### config.mk
export PLATFORM = sky130hd
export DESIGN_NAME = pwla_logit
export DESIGN_NICKNAME = d
export VERILOG_FILES = /design/src/rtl/pwla_logit.sv
export SDC_FILE = /design/constraint.sdc
export NUM_CORES = 1
export LEC_CHECK = 0
export CAP_MARGIN = 40
export CORE_UTILIZATION = 38
export DETAILED_ROUTE_END_ITERATION = 6
export DONT_BUFFER_PORTS = 1
export GPL_ROUTABILITY_DRIVEN = 0
export PLACE_DENSITY_LB_ADDON = 0.25
export RECOVER_POWER = 50
export REMOVE_ABC_BUFFERS = 1
export SYNTH_ARGS = -nofsm -noshare
export SYNTH_HDL_FRONTEND = slang
export SYNTH_SLANG_ARGS = --single-unit
### constraint.sdc
create_clock -name clk -period 7.5 [get_ports clk]
set_input_delay 0 -clock clk [delete_from_list [all_inputs] [get_ports clk]]
set_output_delay 0 -clock clk [all_outputs]
set_load 0.02 [all_outputs]
### src/rtl/pwla_logit.sv
// Bit-serial inverse of the PWL sigmoid: maps a Q5.10 sigmoid value y to the signed Q5.10 x.
// Optional macro PWLA_LOGIT_SAT_FLAG_EN adds a registered sat_flag output.
module pwla_logit (
  input  logic        clk,
  input  logic        reset,
  input  logic        in_valid,
  output logic        in_ready,
  input  logic [15:0] y,
  output logic        out_valid,
  input  logic        out_ready,
  output logic [15:0] x
`ifdef PWLA_LOGIT_SAT_FLAG_EN
  ,
  output logic        sat_flag
`endif
);

  typedef enum logic [1:0] {StIdle, StSearch, StDone} state_e;

  state_e      r_state;
  state_e      w_state_next;
  logic [10:0] r_t;
  logic        r_sign;
  logic [3:0]  r_bit;
  logic [12:0] r_c;
  logic [15:0] r_x;

  logic        w_accept;
  logic [10:0] w_yc;
  logic [10:0] w_t;
  logic        w_sign;
  logic [12:0] w_trial;
  logic [12:0] w_c_next;
  logic [12:0] w_mag;
  logic [15:0] w_x;

  // Forward PWL sigmoid for non-negative m; output saturates at 1.0 (1024).
  function automatic logic [10:0] f_pwl(input logic [12:0] m);
    logic [11:0] v;
    if (m < 13'd1024) begin
      v = 12'(m >> 2) + 12'd512;
    end else if (m < 13'd2432) begin
      v = 12'(m >> 3) + 12'd640;
    end else begin
      v = 12'(m >> 5) + 12'd868;
    end
    if (v > 12'd1024) begin
      v = 12'd1024;
    end
    return v[10:0];
  endfunction

  assign w_accept = in_valid && in_ready;
  assign w_yc     = (y > 16'd1024) ? 11'd1024 : y[10:0];
  assign w_sign   = (w_yc < 11'd512);
  assign w_t      = w_sign ? (11'd1024 - w_yc) : w_yc;

  // Keep the trial bit only while the curve is still below the target.
  assign w_trial  = r_c | (13'd1 << r_bit);
  assign w_c_next = (f_pwl(w_trial) < r_t) ? w_trial : r_c;
  assign w_mag    = (r_t == 11'd512) ? 13'd0 : (w_c_next + 13'd1);
  assign w_x      = r_sign ? (16'd0 - {3'b000, w_mag}) : {3'b000, w_mag};

  always_ff @(posedge clk) begin
    if (reset) begin
      r_state <= StIdle;
    end else begin
      r_state <= w_state_next;
    end
  end

  always_comb begin
    w_state_next = r_state;
    unique case (r_state)
      StIdle:   if (w_accept) w_state_next = StSearch;
      StSearch: if (r_bit == 4'd0) w_state_next = StDone;
      StDone:   if (out_ready) w_state_next = StIdle;
      default:  w_state_next = StIdle;
    endcase
  end

`ifdef PWLA_LOGIT_SAT_FLAG_EN
  logic r_sat;
  assign sat_flag = r_sat;
`endif

  always_ff @(posedge clk) begin
    if (reset) begin
      r_t    <= 11'd0;
      r_sign <= 1'b0;
      r_bit  <= 4'd0;
      r_c    <= 13'd0;
      r_x    <= 16'd0;
`ifdef PWLA_LOGIT_SAT_FLAG_EN
      r_sat  <= 1'b0;
`endif
    end else begin
      case (r_state)
        StIdle: begin
          if (w_accept) begin
            r_t    <= w_t;
            r_sign <= w_sign;
            r_bit  <= 4'd12;
            r_c    <= 13'd0;
          end
        end
        StSearch: begin
          r_c <= w_c_next;
          if (r_bit != 4'd0) begin
            r_bit <= r_bit - 4'd1;
          end else begin
            r_x <= w_x;
`ifdef PWLA_LOGIT_SAT_FLAG_EN
            r_sat <= (r_t == 11'd1024);
`endif
          end
        end
        default: ;
      endcase
    end
  end

  assign in_ready  = (r_state == StIdle);
  assign out_valid = (r_state == StDone);
  assign x         = r_x;

endmodule

Word level (Yosys, flattened, before mapping)
Cells that the tools add are included.
{ "word_totals": {"reg_bits": 47} }
{ "classes": {"addsub": 7, "magnitude_cmp": 6, "eq_ne": 7, "n_shift": 1, "n_mux": 17, "bitwise_logic": 2, "n_reduce_logical": 10} }
{ "ops": {"columns": ["op", "n"], "rows": [
  ["13-bit two-way mux", 3],
  ["11-bit two-way mux", 3],
  ["13-bit case mux with 2 select lines", 1],
  ["12-bit two-way mux", 2],
  ["16-bit by 11-bit greater-than comparator with 1-bit output (second input constant)", 1],
  ["16-bit two-way mux", 1],
  ["1-bit by 13-bit subtractor with 14-bit output (first input constant)", 1],
  ["13-bit by 1-bit adder with 13-bit output (second input constant)", 1],
  ["13-bit by 11-bit less-than comparator with 1-bit output (second input constant)", 1],
  ["13-bit by 12-bit less-than comparator with 1-bit output (second input constant)", 1],
  ["13-bit bitwise OR", 1],
  ["1-bit by 4-bit left shift with 13-bit output (first input constant)", 1],
  ["11-bit by 10-bit adder with 12-bit output (second input constant)", 1],
  ["12-bit by 11-bit greater-than comparator with 1-bit output (second input constant)", 1],
  ["10-bit by 10-bit adder with 11-bit output (second input constant)", 1],
  ["8-bit by 10-bit adder with 11-bit output (second input constant)", 1],
  ["11-bit by 10-bit equality test with 1-bit output (second input constant)", 1],
  ["11-bit by 10-bit less-than comparator with 1-bit output (second input constant)", 1],
  ["11-bit less-than comparator", 1],
  ["11-bit subtractor (first input constant)", 1],
  ["4-bit two-way mux", 2],
  ["4-bit case mux with 2 select lines", 1],
  ["2-bit two-way mux", 3],
  ["2-bit case mux with 3 select lines", 1],
  ["13 further kinds", 18]
]} }

Longest topological paths before layout
{ "depth": {"word_depth": 13, "ltp_mapped": 35, "depth_no_buf": 32} }

Worst setup path before layout
Ideal clock, no wire load.
{ "synth_path": {"path_type": "register -> register", "from": "register r_bit[0]", "to": "register r_x[12], in the netlist x[12]", "setup_ps": 78, "arrival_time_ps": 6395, "setup_slack_ps": 1028, "path_stages_with_launch": 34, "path_buffers": 5, "period_less_slack_ps": 6472, "path_cell_list": "dfxtp_1 inv_1 ha_1 a31o_2 buf_2 inv_2 ha_1 inv_1 o31a_1 buf_2 a21oi_1 o21ai_1 nor4_4 nand2_1 a221oi_1 ha_1 a21o_1 a21o_1 a21oi_1 o21a_1 o21a_1 clkbuf_1 a311oi_2 buf_6 inv_2 ha_1 clkbuf_1 and3_1 nand2_1 o21ai_0 a31o_2 nand4_1 o31a_1 nor3_1"} }
{ "synth_between": {"elab_chain_cells": 13, "elab_cells_between_ends": 20} }
{ "synth_rtl": {"columns": ["element", "line", "text"], "rows": [
  ["start, declared", "24", "logic [3:0] r_bit;"],
  ["start signal, assigned", "110", "r_bit <= r_bit - 4'd1;"],
  ["1-bit by 4-bit left shift with 13-bit output", "59", "assign w_trial = r_c | (13'd1 << r_bit);"],
  ["13-bit bitwise OR", "59", null],
  ["13-bit by 12-bit less-than comparator with 1-bit output, or another cell as far along", "42", "end else if (m < 13'd2432) begin"],
  ["12-bit two-way mux", "42", null],
  ["12-bit two-way mux", "40", "if (m < 13'd1024) begin"],
  ["12-bit by 11-bit greater-than comparator with 1-bit output", "47", "if (v > 12'd1024) begin"],
  ["11-bit two-way mux", "47", null],
  ["11-bit less-than comparator", "60", "assign w_c_next = (f_pwl(w_trial) < r_t) ? w_trial : r_c;"],
  ["13-bit two-way mux", "60", null],
  ["13-bit by 1-bit adder with 13-bit output", "61", "assign w_mag = (r_t == 11'd512) ? 13'd0 : (w_c_next + 13'd1);"],
  ["13-bit two-way mux", "61", null],
  ["1-bit by 13-bit subtractor with 14-bit output", "62", "assign w_x = r_sign ? (16'd0 - {3'b000, w_mag}) : {3'b000, w_mag};"],
  ["16-bit two-way mux", "62", null],
  ["end signal, assigned", "112", "r_x <= w_x;"],
  ["end, declared", "26", "logic [15:0] r_x;"]
]} }
Several ways; a longest one is shown, not always the timed one.
A chain may end at the register's enable or synchronous reset.

Worst setup path in the final report
Same ends and word-level chain as after synthesis.

==> results list <==
- Number of synthesized flops with an enable pin: 0
- Using the TritonRoute via totals, the vias-per-cell ratio works out to ~6.5.
- DP Wirelength: between 10,000 and 15,000 µm
* Count of boundary I/O pins: 38
- Horiz. Die Dim: ~110 µm
- The count of pins over their slew limit came to 0.
* Wire length of the first global-routing pass: around 23,000 µm
- Worst-path clk slew: approximately 0.070 ns
* Filler cell count in the final layout: 1,155
- At the pin with the least slew margin, the transition time is between 0.8 and 0.9 ns.
- Setup repair after global routing left no endpoint under its margin.
- Summed over all layers, the global routing overflow is 0.
- Number of sinks on the clock net: 45
- Endpoints failing setup: 0
- dfxtp_1 takes more of the synthesized area than any other cell.
- The detailed router finished its first iteration with approximately 460 violations.
* Initial Utilization: 39.0%
- The count of nets left with antenna violations once routing finished came out at 0.
* Slowest CP cell: dfxtp_1
* Number of rows in the core area: 39
* Number of optimization iterations in the first detailed-route pass: 6
- Instance area after placement: approximately 4500 µm²
- Initial antenna violation count: 0
* Top library cells by usage in the layout, fill and taps aside: nor2_1, a21oi_1, nand2_1
- Classification of the worst setup path: reg -> reg
- TritonCTS built the clock tree.
- After routing, the total negative slack on setup checks comes to 0 ns.
- Input/output buffers: 0
* Number of cells produced by synthesis: approximately 600
- Ranked by total cell area, the synthesized netlist is headed by dfxtp_1, ha_1, a21oi_1, nor2_1, nand2_1.
- The net count of the finished layout is 632.
- Along the worst path, the maximum fanout reaches 13.
* Outcome: finished, final reports clean
* Fraction of layout instances using a drive strength above 1: 9.56%
- On the final layout, the worst clock skew is roughly 0.0057 ns.
- Number of buffers between clock root and the deepest sink: 2
- Slew Limit Headroom: between 40% and 50%
* Async S/R FF share, synth: 0%
- VDD sags by at most roughly 0.17 mV.
* Fmax: between 100 and 150 MHz
- The die covers about 12,000 µm².
* Number of register bits inferred by synthesis: 45
- The analysis attributes to cell leakage a power of roughly 1.8 nW.
- Summing all non-filler instances in the final layout gives an area of between 4000 and 5000 µm².
- The top cell type by area accounts for between 20% and 30% of the synthesized area.
* Vias: roughly 4,700
* Total wire length: roughly 14,000 µm
- Hold is met by around 0.013 ns.
- H-tree depth reported by CTS: 2
- After detailed routing, the number of remaining DRC violations is 0.
* Number of violations of the max-capacitance limit: 0
* Highest cell delay on the worst timing path: approximately 0.43 ns
- Critical Path AT: slightly above 7 ns
* Core Footprint: about 11,000 µm²
* Clock root buffer master: clkbuf_16
- Clock tree synthesis inserted a total of 5 buffers.
* Number of global-route vias before repair: roughly 4,600
- Power per standard cell area: 272 nW/µm²
- Required time of the critical path: ~7.7 ns
- Pin count of the biggest net entering global routing: 48
* Post-synth top flop: dfxtp_1
- Syn. warnings: 0
- DR WL/cell: about 19 µm
- Area growth, synth to finish: 8.72%
- In this run the cell area of the synthesized design comes to roughly 4500 µm².
- Category of the worst setup path capture point: flip-flop
- At the later pin of the worst-skew pair, clock insertion delay measures approximately 0.30 ns.
- Dividing the final minimum period by the clock period gives around 94%.
- Antenna diode count: 0
- Path type of the worst min-delay path: in -> reg
- Across every metal layer, demand over resource in global routing totals 22.4%.
- Sequential elements use between 20% and 30% of the synthesized area.
- STA classifies the critical path startpoint as a flip-flop.
- Synthesized area per cell: roughly 7.5 µm²
- Yosys mapped the design onto 88 distinct sky130hd cell types.
* Final Hold Viols: 0
- Die extent in y: roughly 110 µm
- Min cycle time layout: 7.02 ns
[layout make-up]
class	count	area, µm²	area share (%)
clock buffers	5	125	2.57
repair buffers	19	188	3.86
multi-input cells	484	3310	68.0
inverters	30	113	2.31
well taps	143	179	3.68
clock inverters	3	50.0	1.03
flip-flops and latches	45	901	18.5
[final timing paths]
path / depth (start not counted) / slack, ns / to / start
worst max-delay path: 31 / 0.48 / x[12] / r_bit[0]
worst max register to register: 31 / 0.48 / x[12] / r_bit[0]
worst min-delay path: 2 / 0.01 / x[1] / reset
worst min register to register: 2 / 0.47 / r_t[4] / r_t[4]
[routing by layer]
| layer | share of wire [%] | up-vias | GRT usage (%) |
|---|---|---|---|
| met3 | 9.0 | 49 | 4.77 |
| met4 | 4.1 | 0 | 8.18 |
| li1 | - | 2223 | - |
| met1 | 42 | 2188 | 28.3 |
| met5 | 0 | - | 0 |
| met2 | 45 | 274 | 37.3 |
[cell families after synthesis]
group	share of synthesized area, %
and+or+nand+nor	26.7
AOI/OAI and AO/OA	34.6
buffers and inverters	6.76
DFF	20.1
adders and majority gates	7.55
xor gates and xnor gates	2.54
muxes	1.68
[critical path: cells and delay by family, from the launching register on]
family / cells / cell delay [ns]
AOI/OAI and AO/OA: 15 / 3.17
and+or+nand+nor: 7 / 1.38
adders and majority gates: 4 / 1.19
buffers and inverters: 5 / 0.77
DFF: 1 / 0.43
[where the power goes]
part	internal, W	switching, W	total (W)	leakage, nW
logic	0.000269	0.000485	0.000754	1.35
registers	0.000266	0.0000397	0.000306	0.366
clock network	0.000160	0.000105	0.000265	0.0859
[state kept, by name, indices dropped and copies added (netlist names)]
name	flops
r_state	2
r_c	13
r_t	11
x	14
r_sign	1
r_bit	4
[cell usage after synthesis (all sizes together), types with 9 or more instances]
| cell | n |
|---|---|
| nand3 | 23 |
| o21ai | 28 |
| and3 | 11 |
| a21oi | 59 |
| nand2 | 46 |
| a21o | 14 |
| o211ai | 12 |
| a311oi | 9 |
| nor4 | 12 |
| dfxtp | 45 |
| buf | 12 |
| nor3 | 29 |
| clkbuf | 27 |
| ha | 27 |
| inv | 30 |
| nor2 | 56 |
| a211oi | 21 |
[per-stage QoR]
step	total power, W	util (%)	setup WS [ns]	cells
final	0.00132	42.4	0.476	729
after global routing	0.00141	42.4	0.00415	729
after CTS	0.00130	42.0	0.191	728
after detailed placement	0.00102	39.2	0.226	706
after global placement	0.00102	39.2	0.382	706
after floorplan	0.000844	-	1.01	559
[what timing repair did]
action / CTS / global route
resized for setup: 0 / 7
setup buffers: 0 / 1
hold buffers: 14 / 0
setup endpoints to repair: 0 / 10
hold endpoints to repair: 45 / 0
(Power assumes the default switching activity.)
